File: src/rtl/i2s_tx_10xe_axi4_lite_slave.sv
// AXI4-Lite control-port slave and register file for the I2S transmitter.
// AW and W are buffered independently; the write commits once both are held.
// Out-of-range accesses return SLVERR; writes to read-only registers are dropped.
// Optional build macro: AXI_LITE_STRB_EN (adds s_axi_ctrl_wstrb byte-lane enables).
module i2s_tx_10xe_axi4_lite_slave #(
    parameter int unsigned          ADDR_W   = 8,
    parameter int unsigned          DATA_W   = 32,
    parameter int unsigned          NUM_REGS = 8,
    parameter logic [NUM_REGS-1:0]  RO_MASK  = '0,
    parameter logic [DATA_W-1:0]    RST_VAL  = '0
) (
    input  logic                         s_axi_ctrl_aclk,
    input  logic                         s_axi_ctrl_aresetn,
    input  logic [ADDR_W-1:0]            s_axi_ctrl_awaddr,
    input  logic                         s_axi_ctrl_awvalid,
    output logic                         s_axi_ctrl_awready,
    input  logic [DATA_W-1:0]            s_axi_ctrl_wdata,
`ifdef AXI_LITE_STRB_EN
    input  logic [DATA_W/8-1:0]          s_axi_ctrl_wstrb,
`endif
    input  logic                         s_axi_ctrl_wvalid,
    output logic                         s_axi_ctrl_wready,
    output logic [1:0]                   s_axi_ctrl_bresp,
    output logic                         s_axi_ctrl_bvalid,
    input  logic                         s_axi_ctrl_bready,
    input  logic [ADDR_W-1:0]            s_axi_ctrl_araddr,
    input  logic                         s_axi_ctrl_arvalid,
    output logic                         s_axi_ctrl_arready,
    output logic [DATA_W-1:0]            s_axi_ctrl_rdata,
    output logic [1:0]                   s_axi_ctrl_rresp,
    output logic                         s_axi_ctrl_rvalid,
    input  logic                         s_axi_ctrl_rready,
    output logic [NUM_REGS*DATA_W-1:0]   reg_q,
    output logic [NUM_REGS-1:0]          reg_wr,
    input  logic [NUM_REGS*DATA_W-1:0]   status_i
);
    localparam int unsigned STRB_W = DATA_W / 8;
    localparam int unsigned LSB    = $clog2(STRB_W);
    localparam int unsigned IDX_W  = ADDR_W - LSB;

    typedef enum logic {W_COLLECT, W_RESP} wstate_t;
    typedef enum logic {R_IDLE, R_DATA} rstate_t;

    wstate_t wstate, wstate_nx;
    rstate_t rstate, rstate_nx;

    logic              aw_full, w_full;
    logic [IDX_W-1:0]  aw_idx, ar_idx;
    logic [DATA_W-1:0] w_data;
`ifdef AXI_LITE_STRB_EN
    logic [STRB_W-1:0] w_strb;
`endif
    logic [DATA_W-1:0] regs [NUM_REGS];

    logic              aw_hs, w_hs, commit, b_hs, ar_hs, r_hs;
    logic              w_in_range, r_in_range;
    logic [NUM_REGS-1:0] w_sel;
    logic [DATA_W-1:0] wr_mask, r_val;
    logic              unused_addr_bits;

    // Low byte-offset bits of both addresses do not select a register.
    assign unused_addr_bits = ^{s_axi_ctrl_awaddr, s_axi_ctrl_araddr};
    assign ar_idx = s_axi_ctrl_araddr[ADDR_W-1:LSB];

    // Decode buffered write target, byte-lane mask and read source.
    always_comb begin
        w_in_range = (32'(aw_idx) < NUM_REGS);
        r_in_range = (32'(ar_idx) < NUM_REGS);
        w_sel      = '0;
        r_val      = '0;
        wr_mask    = '1;
        for (int unsigned i = 0; i < NUM_REGS; i++) begin
            if (32'(aw_idx) == i && !RO_MASK[i])
                w_sel[i] = 1'b1;
            if (32'(ar_idx) == i)
                r_val = RO_MASK[i] ? status_i[i*DATA_W +: DATA_W] : regs[i];
        end
`ifdef AXI_LITE_STRB_EN
        for (int unsigned b = 0; b < STRB_W; b++)
            wr_mask[b*8 +: 8] = {8{w_strb[b]}};
`endif
    end

    // Flatten the register array onto reg_q.
    always_comb begin
        reg_q = '0;
        for (int unsigned i = 0; i < NUM_REGS; i++)
            reg_q[i*DATA_W +: DATA_W] = regs[i];
    end

    // Write FSM next state and handshake decode.
    always_comb begin
        wstate_nx = wstate;
        aw_hs     = s_axi_ctrl_awvalid && s_axi_ctrl_awready;
        w_hs      = s_axi_ctrl_wvalid && s_axi_ctrl_wready;
        commit    = 1'b0;
        b_hs      = 1'b0;
        case (wstate)
            W_COLLECT: if (aw_full && w_full) begin
                commit    = 1'b1;
                wstate_nx = W_RESP;
            end
            W_RESP: if (s_axi_ctrl_bvalid && s_axi_ctrl_bready) begin
                b_hs      = 1'b1;
                wstate_nx = W_COLLECT;
            end
            default: wstate_nx = W_COLLECT;
        endcase
    end

    // Read FSM next state and handshake decode.
    always_comb begin
        rstate_nx = rstate;
        ar_hs     = s_axi_ctrl_arvalid && s_axi_ctrl_arready;
        r_hs      = s_axi_ctrl_rvalid && s_axi_ctrl_rready;
        case (rstate)
            R_IDLE:  if (ar_hs) rstate_nx = R_DATA;
            R_DATA:  if (r_hs)  rstate_nx = R_IDLE;
            default: rstate_nx = R_IDLE;
        endcase
    end

    // FSM state registers.
    always_ff @(posedge s_axi_ctrl_aclk) begin
        if (!s_axi_ctrl_aresetn) begin
            wstate <= W_COLLECT;
            rstate <= R_IDLE;
        end else begin
            wstate <= wstate_nx;
            rstate <= rstate_nx;
        end
    end

    // Write channel buffers, register commit and B response.
    always_ff @(posedge s_axi_ctrl_aclk) begin
        if (!s_axi_ctrl_aresetn) begin
            aw_full            <= 1'b0;
            w_full             <= 1'b0;
            aw_idx             <= '0;
            w_data             <= '0;
`ifdef AXI_LITE_STRB_EN
            w_strb             <= '0;
`endif
            s_axi_ctrl_awready <= 1'b0;
            s_axi_ctrl_wready  <= 1'b0;
            s_axi_ctrl_bvalid  <= 1'b0;
            s_axi_ctrl_bresp   <= '0;
            reg_wr             <= '0;
            for (int unsigned i = 0; i < NUM_REGS; i++)
                regs[i] <= RST_VAL;
        end else begin
            reg_wr <= '0;
            if (aw_hs) begin
                aw_full            <= 1'b1;
                aw_idx             <= s_axi_ctrl_awaddr[ADDR_W-1:LSB];
                s_axi_ctrl_awready <= 1'b0;
            end else if (wstate == W_COLLECT && !aw_full) begin
                s_axi_ctrl_awready <= 1'b1;
            end
            if (w_hs) begin
                w_full            <= 1'b1;
                w_data            <= s_axi_ctrl_wdata;
`ifdef AXI_LITE_STRB_EN
                w_strb            <= s_axi_ctrl_wstrb;
`endif
                s_axi_ctrl_wready <= 1'b0;
            end else if (wstate == W_COLLECT && !w_full) begin
                s_axi_ctrl_wready <= 1'b1;
            end
            if (commit) begin
                s_axi_ctrl_bvalid <= 1'b1;
                s_axi_ctrl_bresp  <= w_in_range ? 2'b00 : 2'b10;
                for (int unsigned i = 0; i < NUM_REGS; i++) begin
                    if (w_sel[i]) begin
                        regs[i]   <= (regs[i] & ~wr_mask) | (w_data & wr_mask);
                        reg_wr[i] <= 1'b1;
                    end
                end
            end
            if (b_hs) begin
                s_axi_ctrl_bvalid  <= 1'b0;
                aw_full            <= 1'b0;
                w_full             <= 1'b0;
                s_axi_ctrl_awready <= 1'b1;
                s_axi_ctrl_wready  <= 1'b1;
            end
        end
    end

    // Read channel: capture data in the AR handshake cycle, hold until rready.
    always_ff @(posedge s_axi_ctrl_aclk) begin
        if (!s_axi_ctrl_aresetn) begin
            s_axi_ctrl_arready <= 1'b0;
            s_axi_ctrl_rvalid  <= 1'b0;
            s_axi_ctrl_rdata   <= '0;
            s_axi_ctrl_rresp   <= '0;
        end else begin
            if (ar_hs) begin
                s_axi_ctrl_rvalid  <= 1'b1;
                s_axi_ctrl_arready <= 1'b0;
                s_axi_ctrl_rdata   <= r_in_range ? r_val : '0;
                s_axi_ctrl_rresp   <= r_in_range ? 2'b00 : 2'b10;
            end else if (rstate == R_IDLE) begin
                s_axi_ctrl_arready <= 1'b1;
            end
            if (r_hs) begin
                s_axi_ctrl_rvalid  <= 1'b0;
                s_axi_ctrl_arready <= 1'b1;
            end
        end
    end
endmodule

File: config.mk
export PLATFORM = sky130hd
export DESIGN_NAME = i2s_tx_10xe_axi4_lite_slave
export DESIGN_NICKNAME = d
export VERILOG_FILES = /design/src/rtl/i2s_tx_10xe_axi4_lite_slave.sv
export SDC_FILE = /design/constraint.sdc
export NUM_CORES = 1
export LEC_CHECK = 0
export ABC_CLOCK_PERIOD_IN_PS = 3700
export CORE_AREA = 2 2 241 243
export CTS_CLUSTER_SIZE = 28
export DETAILED_ROUTE_END_ITERATION = 10
export DIE_AREA = 0 0 243 245
export HOLD_SLACK_MARGIN = 0.12
export PLACE_DENSITY = 0.65
export SYNTH_ARGS = -nofsm -noshare
export SYNTH_HDL_FRONTEND = slang
export SYNTH_SLANG_ARGS = --single-unit
File: constraint.sdc
create_clock -name s_axi_ctrl_aclk -period 3.7 [get_ports s_axi_ctrl_aclk]
set_clock_uncertainty 0.2 [all_clocks]
set_input_delay 0.555 -clock s_axi_ctrl_aclk [delete_from_list [all_inputs] [get_ports s_axi_ctrl_aclk]]
set_output_delay 0.555 -clock s_axi_ctrl_aclk [all_outputs]
set_load 0.01 [all_outputs]
==> impl_metrics.env, run 1 <==
export IMPL_status="finished clean"
export IMPL_grt_pass1_vias=11000
export IMPL_fin_crit_sh_pct=67.7
export IMPL_portBuffers=353
export IMPL_antenna_found_initial=4
export IMPL_fmax_mhz=399
export IMPL_cts_hold_buf=0
export IMPL_max_slew_margin_pct=35.5
export IMPL_synth_simple_area_share_pct=11.2
export IMPL_layout_nets=1803
export IMPL_final_layout_size_suffix_gt1_share_pct=14.5
export IMPL_gr_total_overflow=0
export IMPL_cts_tree="built"
export IMPL_drc=0
export IMPL_leakagePower_nw=7.31
export IMPL_synth_area_mm2=0.0145
export IMPL_boundaryPins=616
export IMPL_grt_pass1_wl_um=76900
export IMPL_post_cts_repair_setup_buffers=0
export IMPL_areaGrowthSynthToFinish_pct=41.0
export IMPL_synth_cell_types=41
export IMPL_period_minus_slack_ns=2.50
export IMPL_start_util_pct=25.4
export IMPL_critical_path_max_stage_delay_ns=0.94
export IMPL_crit_chain="clkdlybuf4s50_1 -> or4b_2 -> buf_4 -> a2bb2oi_1 -> o31ai_1"
export IMPL_drt_pass1_iter_count=5
export IMPL_crit_required_ns=3.94
export IMPL_coreArea_mm2=0.0570
export IMPL_cts_sinks=345
export IMPL_worst_ep_arrival_time_ns=2.74
export IMPL_setup_tns_ns=0
export IMPL_grt_max_degree=45
export IMPL_fp_dieW_um=243
export IMPL_syn_mean_instance_area_um2=12.7
export IMPL_finalWirelength_um=54900
export IMPL_dr_first_iter_drc_count=817
export IMPL_worst_path_buf_inv=2
export IMPL_place_gp_congestion=0.835
export IMPL_tightest_slew_ns=0.964
export IMPL_die_area_mm2=0.0595
export IMPL_ys_seq_area_share_pct=65.2
export IMPL_synthMuxAreaShare_pct=9.66
export IMPL_max_cap_violations=0
export IMPL_setup_viol_count_final=0
export IMPL_yosys_area_share_xor_xnor_pct=0
export IMPL_ir_worst_vdd_mv=0.346
export IMPL_syn_inst=1139
export IMPL_power_density_mw_per_mm2=449
export IMPL_yosys_area_share_adder_pct=0
export IMPL_htree_levels=2
export IMPL_ys_warnings_count=0
export IMPL_slew_viol_final=0
export IMPL_fillerInstances=5564
export IMPL_synth_seq_cells=345
export IMPL_via_per_inst=4.83
export IMPL_holdCritPathClass="register to register"
export IMPL_wire_per_inst_um=24.0
export IMPL_final_antenna_net_count=0
export IMPL_via_count=11100
export IMPL_final_cell_mix="350 x clkdlybuf4s50_1, 256 x edfxtp_1, 208 x nor2_1, 106 x nand2_1, 89 x dfxtp_1"
export IMPL_insertion_delay_ns=0.54
export IMPL_place_ws_ns=0.636
export IMPL_cts_repair_resized=0
export IMPL_cpMaxStageDelayCell="or4b_2"
export IMPL_start_kind="primary input"
export IMPL_path_max_fanout=12
export IMPL_synth_compound_area_share_pct=10.3
export IMPL_setup_ws_ns=1.20
export IMPL_rsz0062_at_grt="false"
export IMPL_hold_viol=0
export IMPL_clockBufferDepth=3
export IMPL_final_common_cell="clkdlybuf4s50_1"
export IMPL_fin_util_pct=35.9
export IMPL_die_h_um=245
export IMPL_clk_pin_slew_ns=0.06
export IMPL_synth_top_family_by_area="simple AND/OR/NAND/NOR gates"
export IMPL_critPathKind="primary input to register"
export IMPL_numCtsBuffers=38
export IMPL_grt_use_total_pct=17.8
export IMPL_cts_root_buf="clkbuf_16"
export IMPL_num_rows=88
export IMPL_crit_family="simple AND/OR/NAND/NOR gates"
export IMPL_end_kind="register"
export IMPL_hpwl_um=37900
## per-layer routing
layer / GRT usage (%) / wire length (um)
met1: 23.0 / 22900
met2: 29.3 / 26100
met3: 4.20 / 4280
met4: 6.48 / 1720
met5: 0 / 13
## power by group
| part | switching (mW) | internal (mW) |
|---|---|---|
| logic | 0.480 | 0.414 |
| registers | 0.0978 | 4.29 |
| clock network | 1.55 | 2.35 |
## cells in the mapped netlist (all sizes together)
cell type | number | share of area [%]
nor4b | 2 | 0.12
nand4 | 2 | 0.086
a21boi | 1 | 0.052
mux2 | 32 | 2.5
mux4 | 32 | 5.0
nand3 | 10 | 0.34
nor2b | 3 | 0.13
nor4 | 3 | 0.13
a32oi | 32 | 1.9
inv | 35 | 0.91
o21ai | 4 | 0.14
and4 | 1 | 0.060
o21bai | 32 | 1.7
nor3 | 3 | 0.14
nor2 | 208 | 5.4
and3 | 31 | 1.3
and2 | 3 | 0.13
a211oi | 1 | 0.052
mux2i | 32 | 2.2
buf | 32 | 1.1
a21oi | 46 | 1.6
o2111ai | 1 | 0.060
o31ai | 33 | 2.7
a311oi | 1 | 0.060
a2bb2oi | 33 | 2.0
edfxtp | 256 | 53
or4b | 1 | 0.069
nand2b | 2 | 0.086
dfxtp | 89 | 12
o211a | 1 | 0.069
nand4b | 4 | 0.24
conb | 1 | 0.026
nand2 | 113 | 2.9
and3b | 1 | 0.060
clkbuf | 58 | 1.5
## through the flow
step	hold WS [ns]	power, mW	area, um2	cells
after floorplan	0.237	4.84	14500	1140
after global routing	0.272	9.48	20500	2288
final	0.254	9.18	20500	2290
after CTS	0.255	9.28	20500	2287
after global placement	0.246	5.36	19200	2217
after detailed placement	0.247	5.37	19200	2217
## sequential cells by signal, indices dropped and copies added (netlist names)
name / cells
aw_full: 1
aw_idx: 6
reg_wr: 8
regs: 256
rstate: 1
s_axi_ctrl_arready: 1
s_axi_ctrl_awready: 1
s_axi_ctrl_bresp: 1
s_axi_ctrl_bvalid: 1
s_axi_ctrl_rdata: 32
s_axi_ctrl_rresp: 1
s_axi_ctrl_rvalid: 1
s_axi_ctrl_wready: 1
w_data: 32
w_full: 1
wstate: 1
## layout make-up
type / count / area [um2] / area share [%]
tap: 765 / 957 / 4.68
sequential: 345 / 9470 / 46.3
clock inverter: 9 / 97.6 / 0.477
timing repair buffer: 402 / 3980 / 19.5
multi-input combinational: 670 / 4630 / 22.6
inverter: 35 / 131 / 0.642
clock buffer: 61 / 1190 / 5.83
antenna: 3 / 7.51 / 0.0367
## worst min-delay path: cells and delay by family (launching register included)
family             cells  cell delay [ns]
DFF                    1             0.30
and+or+nand+nor        1             0.05
AOI/OAI and AO/OA      1             0.05
## kinds of logic after synthesis
kind of cell,Yosys count
compound gates,185
buf+inv,125
other cells,1
simple gates,387
mux,96
flops,345
## path summary, 6_finish.rpt
kind | startpoint | end | slack (ns) | cells after the start
worst min register to register | w_data[13] | w_data[13] | 0.25 | 2
worst min-delay path | w_data[13] | w_data[13] | 0.25 | 2
worst max register to register | aw_idx[3] | regs[0][91] | 1.31 | 4
worst max-delay path | s_axi_ctrl_araddr[5] | s_axi_ctrl_rdata[23] | 1.20 | 5
Note: power is estimated with default switching activity, not from simulation.
==> run 2, diff against run 1 <==
--- a/config.mk
+++ b/config.mk
@@ -5,7 +5,7 @@
 export SDC_FILE = /design/constraint.sdc
 export NUM_CORES = 1
 export LEC_CHECK = 0
-export ABC_CLOCK_PERIOD_IN_PS = 3700
+export ABC_CLOCK_PERIOD_IN_PS = 2200
 export CORE_AREA = 2 2 241 243
 export CTS_CLUSTER_SIZE = 28
 export DETAILED_ROUTE_END_ITERATION = 10
==> constraint.sdc (replaced) <==
create_clock -name s_axi_ctrl_aclk -period 2.2 [get_ports s_axi_ctrl_aclk]
set_clock_uncertainty 0.2 [all_clocks]
set_input_delay 0.33 -clock s_axi_ctrl_aclk [delete_from_list [all_inputs] [get_ports s_axi_ctrl_aclk]]
set_output_delay 0.33 -clock s_axi_ctrl_aclk [all_outputs]
set_load 0.01 [all_outputs]
==> run 2 against run 1 <==
First-iteration DRC count down 14%. Register-to-register slack worse by 1.2 ns. Via count grew 0.86%. Non-clock buffer count increased by 38. Power increased by 70%. Worst setup slack worse by 1.1 ns. Worst hold slack worse by 0.10 ns. Clock power increased by 68%. Count of clock-buffer cells in the layout fell by 9. Combinational power rose by 80%. Sequential cell count unchanged. Largest cell class unchanged.
==> impl_metrics.env, run 2 (synthesis gave the netlist of run 1 again) <==
export IMPL_clockBufferDepth=3
export IMPL_period_minus_slack_ns=2.09
export IMPL_power_density_mw_per_mm2=738
export IMPL_final_layout_size_suffix_gt1_share_pct=16.2
export IMPL_dr_first_iter_drc_count=705
export IMPL_insertion_delay_ns=0.55
export IMPL_fillerInstances=5529
export IMPL_fmax_mhz=478
export IMPL_slew_viol_final=0
export IMPL_setup_tns_ns=0
export IMPL_cts_sinks=345
export IMPL_grt_pass1_wl_um=78200
export IMPL_drc=0
export IMPL_rsz0062_at_grt="false"
export IMPL_worst_path_buf_inv=1
export IMPL_largest_reg_flops=256
export IMPL_final_cell_mix="350 x clkdlybuf4s50_1, 256 x edfxtp_1, 208 x nor2_1, 106 x nand2_1, 86 x dfxtp_1"
export IMPL_worst_ep_arrival_time_ns=1.56
export IMPL_via_count=11200
export IMPL_hold_viol=0
export IMPL_areaGrowthSynthToFinish_pct=45.4
export IMPL_max_cap_violations=0
export IMPL_layout_nets=1842
export IMPL_htree_levels=2
export IMPL_numCtsBuffers=39
export IMPL_setup_viol_count_final=0
export IMPL_status="finished clean"
export IMPL_num_rows=88
export IMPL_grt_max_degree=40
export IMPL_antenna_found_initial=0
export IMPL_hpwl_um=39000
export IMPL_fp_dieW_um=243
export IMPL_portBuffers=353
export IMPL_cpMaxStageDelayCell="clkdlybuf4s50_1"
export IMPL_crit_family="buffers and inverters"
export IMPL_place_gp_congestion=0.829
export IMPL_drt_pass1_iter_count=5
export IMPL_die_h_um=245
export IMPL_final_common_cell="clkdlybuf4s50_1"
export IMPL_fin_crit_sh_pct=95.1
export IMPL_start_util_pct=25.4
export IMPL_finalWirelength_um=54900
export IMPL_biggestRegsByFlops="regs (256), s_axi_ctrl_rdata (32), w_data (32)"
export IMPL_leakagePower_nw=7.60
export IMPL_regMostFlops="regs"
export IMPL_clk_pin_slew_ns=0.06
export IMPL_grt_use_total_pct=18.0
export IMPL_start_kind="register"
export IMPL_crit_required_ns=1.67
export IMPL_ir_worst_vdd_mv=0.548
export IMPL_antenna_cells=0
export IMPL_path_max_fanout=5
export IMPL_end_kind="output port"
export IMPL_boundaryPins=616
export IMPL_critical_path_max_stage_delay_ns=0.60
export IMPL_p_total_mw=15.6
export IMPL_die_area_mm2=0.0595
export IMPL_cts_root_buf="clkbuf_16"
export IMPL_critPathKind="register to output port"
export IMPL_wire_per_inst_um=23.6
export IMPL_cts_tree="built"
export IMPL_r2r_slack_ns=0.14
export IMPL_fin_area_mm2=0.0211
export IMPL_holdCritPathClass="primary input to register"
export IMPL_final_antenna_net_count=0
export IMPL_gr_total_overflow=0
export IMPL_placed_area_mm2=0.0197
export IMPL_via_per_inst=4.80
export IMPL_coreArea_mm2=0.0570
export IMPL_grt_pass1_vias=11400
export IMPL_crit_chain="clkdlybuf4s50_1"
## run 2: repair_timing
action,4_1_cts,5_1_grt
setup buffers,0,0
hold buffers,9,0
gates resized for setup,2,1
setup endpoints to repair,2,35
pin swaps,0,1
endpoints found under the hold margin,9,0
## run 2: path summary, 6_finish.rpt
kind | start | endpoint | cells past startpoint
worst min register to register | w_data[21] | w_data[21] | 2
worst max-delay path | s_axi_ctrl_arready | s_axi_ctrl_arready | 1
worst min-delay path | s_axi_ctrl_wdata[26] | w_data[26] | 3
worst max register to register | aw_full | regs[1][37] | 4
## run 2: layout make-up
class / instances / area, um2 / share of cell area [%]
Sequential cell: 345 / 9470 / 44.9
Multi-Input combinational cell: 670 / 4650 / 22.0
Timing Repair Buffer: 440 / 4610 / 21.8
Clock buffer: 52 / 1100 / 5.20
Tap cell: 765 / 957 / 4.54
Clock inverter: 18 / 181 / 0.860
Inverter: 35 / 131 / 0.623
## run 2: stage by stage
step	hold WS, ns	setup slack [ns]	util, %	cells
after floorplan	0.237	-0.267	-	1140
after global placement	0.245	-0.292	34.6	2246
after detailed placement	0.247	-0.317	34.6	2246
after CTS	0.121	0.0552	37.0	2325
after global routing	0.146	0.0468	37.0	2325
final	0.152	0.109	37.0	2325
## run 2: power breakdown
| group | internal, mW | leakage (nW) | switching, mW | total [mW] |
|---|---|---|---|---|
| Sequential | 7.22 | 3.37 | 0.170 | 7.39 |
| Combinational | 0.786 | 3.61 | 0.827 | 1.61 |
| Clock | 3.96 | 0.623 | 2.61 | 6.56 |
| Total | 12.0 | 7.60 | 3.60 | 15.6 |
## run 2: per-layer routing
layer  GRT usage (%)  share of wire [%]
met2            29.9                 48
met5               0                  0
met1            22.8                 42
met4            6.30                2.7
met3            4.40                7.7
==> run 3, diff against run 2 <==
==> config.mk (replaced) <==
export PLATFORM = sky130hd
export DESIGN_NAME = i2s_tx_10xe_axi4_lite_slave
export DESIGN_NICKNAME = d
export VERILOG_FILES = /design/src/rtl/i2s_tx_10xe_axi4_lite_slave.sv
export SDC_FILE = /design/constraint.sdc
export NUM_CORES = 1
export LEC_CHECK = 0
export ABC_CLOCK_PERIOD_IN_PS = 2100
export CORE_AREA = 2 2 236 238
export CTS_CLUSTER_SIZE = 28
export DETAILED_ROUTE_END_ITERATION = 10
export DIE_AREA = 0 0 238 240
export HOLD_SLACK_MARGIN = 0.12
export PLACE_DENSITY = 0.64
export SYNTH_ARGS = -nofsm -noshare
export SYNTH_HDL_FRONTEND = slang
export SYNTH_SLANG_ARGS = --single-unit
==> constraint.sdc (replaced) <==
create_clock -name s_axi_ctrl_aclk -period 2.1 [get_ports s_axi_ctrl_aclk]
set_clock_uncertainty 0.2 [all_clocks]
set_input_delay 0.315 -clock s_axi_ctrl_aclk [delete_from_list [all_inputs] [get_ports s_axi_ctrl_aclk]]
set_output_delay 0.315 -clock s_axi_ctrl_aclk [all_outputs]
set_load 0.01 [all_outputs]
==> run 3 against run 2 <==
Global-route usage up 0.97 points. Via count grew 0.54%. Final cell count decreased by 1.8%. First-iteration DRC count increased by 34%. Largest cell class unchanged. Power grew 8.6%. Final area rose by 1.1%.
==> impl_metrics.env, run 3 (synthesis gave the netlist of run 1 again) <==
export IMPL_worst_path_buf_inv=1
export IMPL_setup_ws_ns=0.0489
export IMPL_portBuffers=353
export IMPL_fin_crit_sh_pct=97.7
export IMPL_cp_depth=1
export IMPL_path_max_fanout=3
export IMPL_final_cell_mix="339 x clkdlybuf4s50_1, 256 x edfxtp_1, 208 x nor2_1, 106 x nand2_1, 87 x dfxtp_1"
export IMPL_grt_pass1_vias=11500
export IMPL_worstHoldEndpoint="w_data[9]"
export IMPL_areaGrowthSynthToFinish_pct=47.0
export IMPL_fin_area_mm2=0.0213
export IMPL_end_kind="output port"
export IMPL_boundaryPins=616
export IMPL_critical_path_max_stage_delay_ns=0.57
export IMPL_via_count=11200
export IMPL_holdCritPathClass="primary input to register"
export IMPL_leakagePower_nw=7.86
export IMPL_critPathKind="register to output port"
export IMPL_dp_cells=2194
export IMPL_final_antenna_net_count=0
export IMPL_rsz0062_at_grt="false"
export IMPL_cts_tree="built"
export IMPL_place_gp_congestion=0.869
export IMPL_dr_first_iter_drc_count=946
export IMPL_wire_per_inst_um=24.0
export IMPL_coreArea_mm2=0.0547
export IMPL_setup_viol_count_final=0
export IMPL_placed_area_mm2=0.0197
export IMPL_biggestRegsByFlops="regs (256), s_axi_ctrl_rdata (32), w_data (32)"
export IMPL_fin_util_pct=39.0
export IMPL_grt_pass1_wl_um=78600
export IMPL_reg2reg_depth=5
export IMPL_period_minus_slack_ns=2.05
export IMPL_max_slew_margin_pct=61.7
export IMPL_fillerInstances=5180
export IMPL_r2r_slack_ns=0.15
export IMPL_insertion_delay_ns=0.55
export IMPL_holdPathStages=3
export IMPL_status="finished clean"
export IMPL_max_cap_violations=0
export IMPL_layout_cells_non_filler=2282
export IMPL_fmax_mhz=488
export IMPL_die_h_um=240
export IMPL_die_area_mm2=0.0571
export IMPL_ir_worst_vdd_mv=0.456
export IMPL_drt_pass1_iter_count=7
export IMPL_crit_family="buffers and inverters"
export IMPL_largest_reg_flops=256
export IMPL_whs_ns=0.153
export IMPL_timing_rr_start="aw_idx[5]"
export IMPL_hold_start="s_axi_ctrl_wdata[9]"
export IMPL_crit_required_ns=1.58
export IMPL_r2r_end="regs[0][106]"
export IMPL_cts_sinks=345
export IMPL_hpwl_um=39000
export IMPL_cts_root_buf="clkbuf_16"
export IMPL_crit_chain="clkdlybuf4s50_1"
export IMPL_final_layout_size_suffix_gt1_share_pct=17.0
export IMPL_clk_pin_slew_ns=0.06
export IMPL_finalWirelength_um=54700
export IMPL_start_util_pct=26.5
export IMPL_grt_use_total_pct=18.9
export IMPL_grt_max_degree=34
export IMPL_worst_ep_arrival_time_ns=1.54
export IMPL_hold_viol=0
export IMPL_via_per_inst=4.91
export IMPL_final_common_cell="clkdlybuf4s50_1"
export IMPL_power_density_mw_per_mm2=792
export IMPL_place_ws_ns=-0.361
export IMPL_layout_nets=1859
export IMPL_setup_tns_ns=0
export IMPL_tightest_slew_ns=0.574
export IMPL_fp_dieW_um=238
export IMPL_p_total_mw=16.9
export IMPL_antenna_found_initial=1
export IMPL_gr_total_overflow=0
export IMPL_drc=0
export IMPL_clockBufferDepth=3
export IMPL_start_kind="register"
export IMPL_numCtsBuffers=39
export IMPL_regMostFlops="regs"
export IMPL_htree_levels=2
export IMPL_slew_viol_final=0
export IMPL_num_rows=86
export IMPL_antenna_cells=0
export IMPL_cpMaxStageDelayCell="clkdlybuf4s50_1"
run 3: cell count changes in the layout (fill, tap and decap cells not counted), sizes merged, moves of 4 or more:
| cell | change |
|---|---|
| clkinv | -4 |
| dlymetal6s2s | +8 |
| clkdlybuf4s50 | -11 |
| dlygate4sd3 | +7 |
| buf | +10 |
run 3: area by class of cell:
cell class / instances / area [um2] / area share, %
Timing Repair Buffer: 457 / 4770 / 22.4
Inverter: 35 / 131 / 0.616
Tap cell: 704 / 881 / 4.13
Sequential cell: 345 / 9470 / 44.4
Clock buffer: 50 / 1100 / 5.16
Multi-Input combinational cell: 670 / 4680 / 22.0
Clock inverter: 21 / 295 / 1.38
run 3: worst max path at each step:
stage,startpoint,endpoint
6_report,regs[1][121],reg_q[249]
5_1_grt,regs[1][121],reg_q[249]
4_1_cts,regs[1][121],reg_q[249]
3_5_place_dp,s_axi_ctrl_araddr[5],s_axi_ctrl_rdata[8]
3_3_place_gp,s_axi_ctrl_araddr[5],s_axi_ctrl_rdata[8]
2_1_floorplan,aw_idx[5],regs[1][64]
run 3: per-layer routing:
layer	GRT usage, %	routed length, um
met4	5.95	1380
met3	4.02	3900
met2	31.4	26200
met1	24.8	23300
met5	0	0
run 3: where the power goes:
part           internal, mW  switching [mW]  leakage, nW
logic                 0.851           0.881         3.82
registers              7.56           0.174         3.37
clock network          4.58            2.86        0.670
total                  13.0            3.91         7.86
run 3: what timing repair did:
action | 4_1_cts | 5_1_grt
hold endpoints to repair | 16 | 0
gates resized for setup | 4 | 9
hold buffers | 16 | 0
buffers inserted | 0 | 1
setup endpoints to repair | 4 | 28
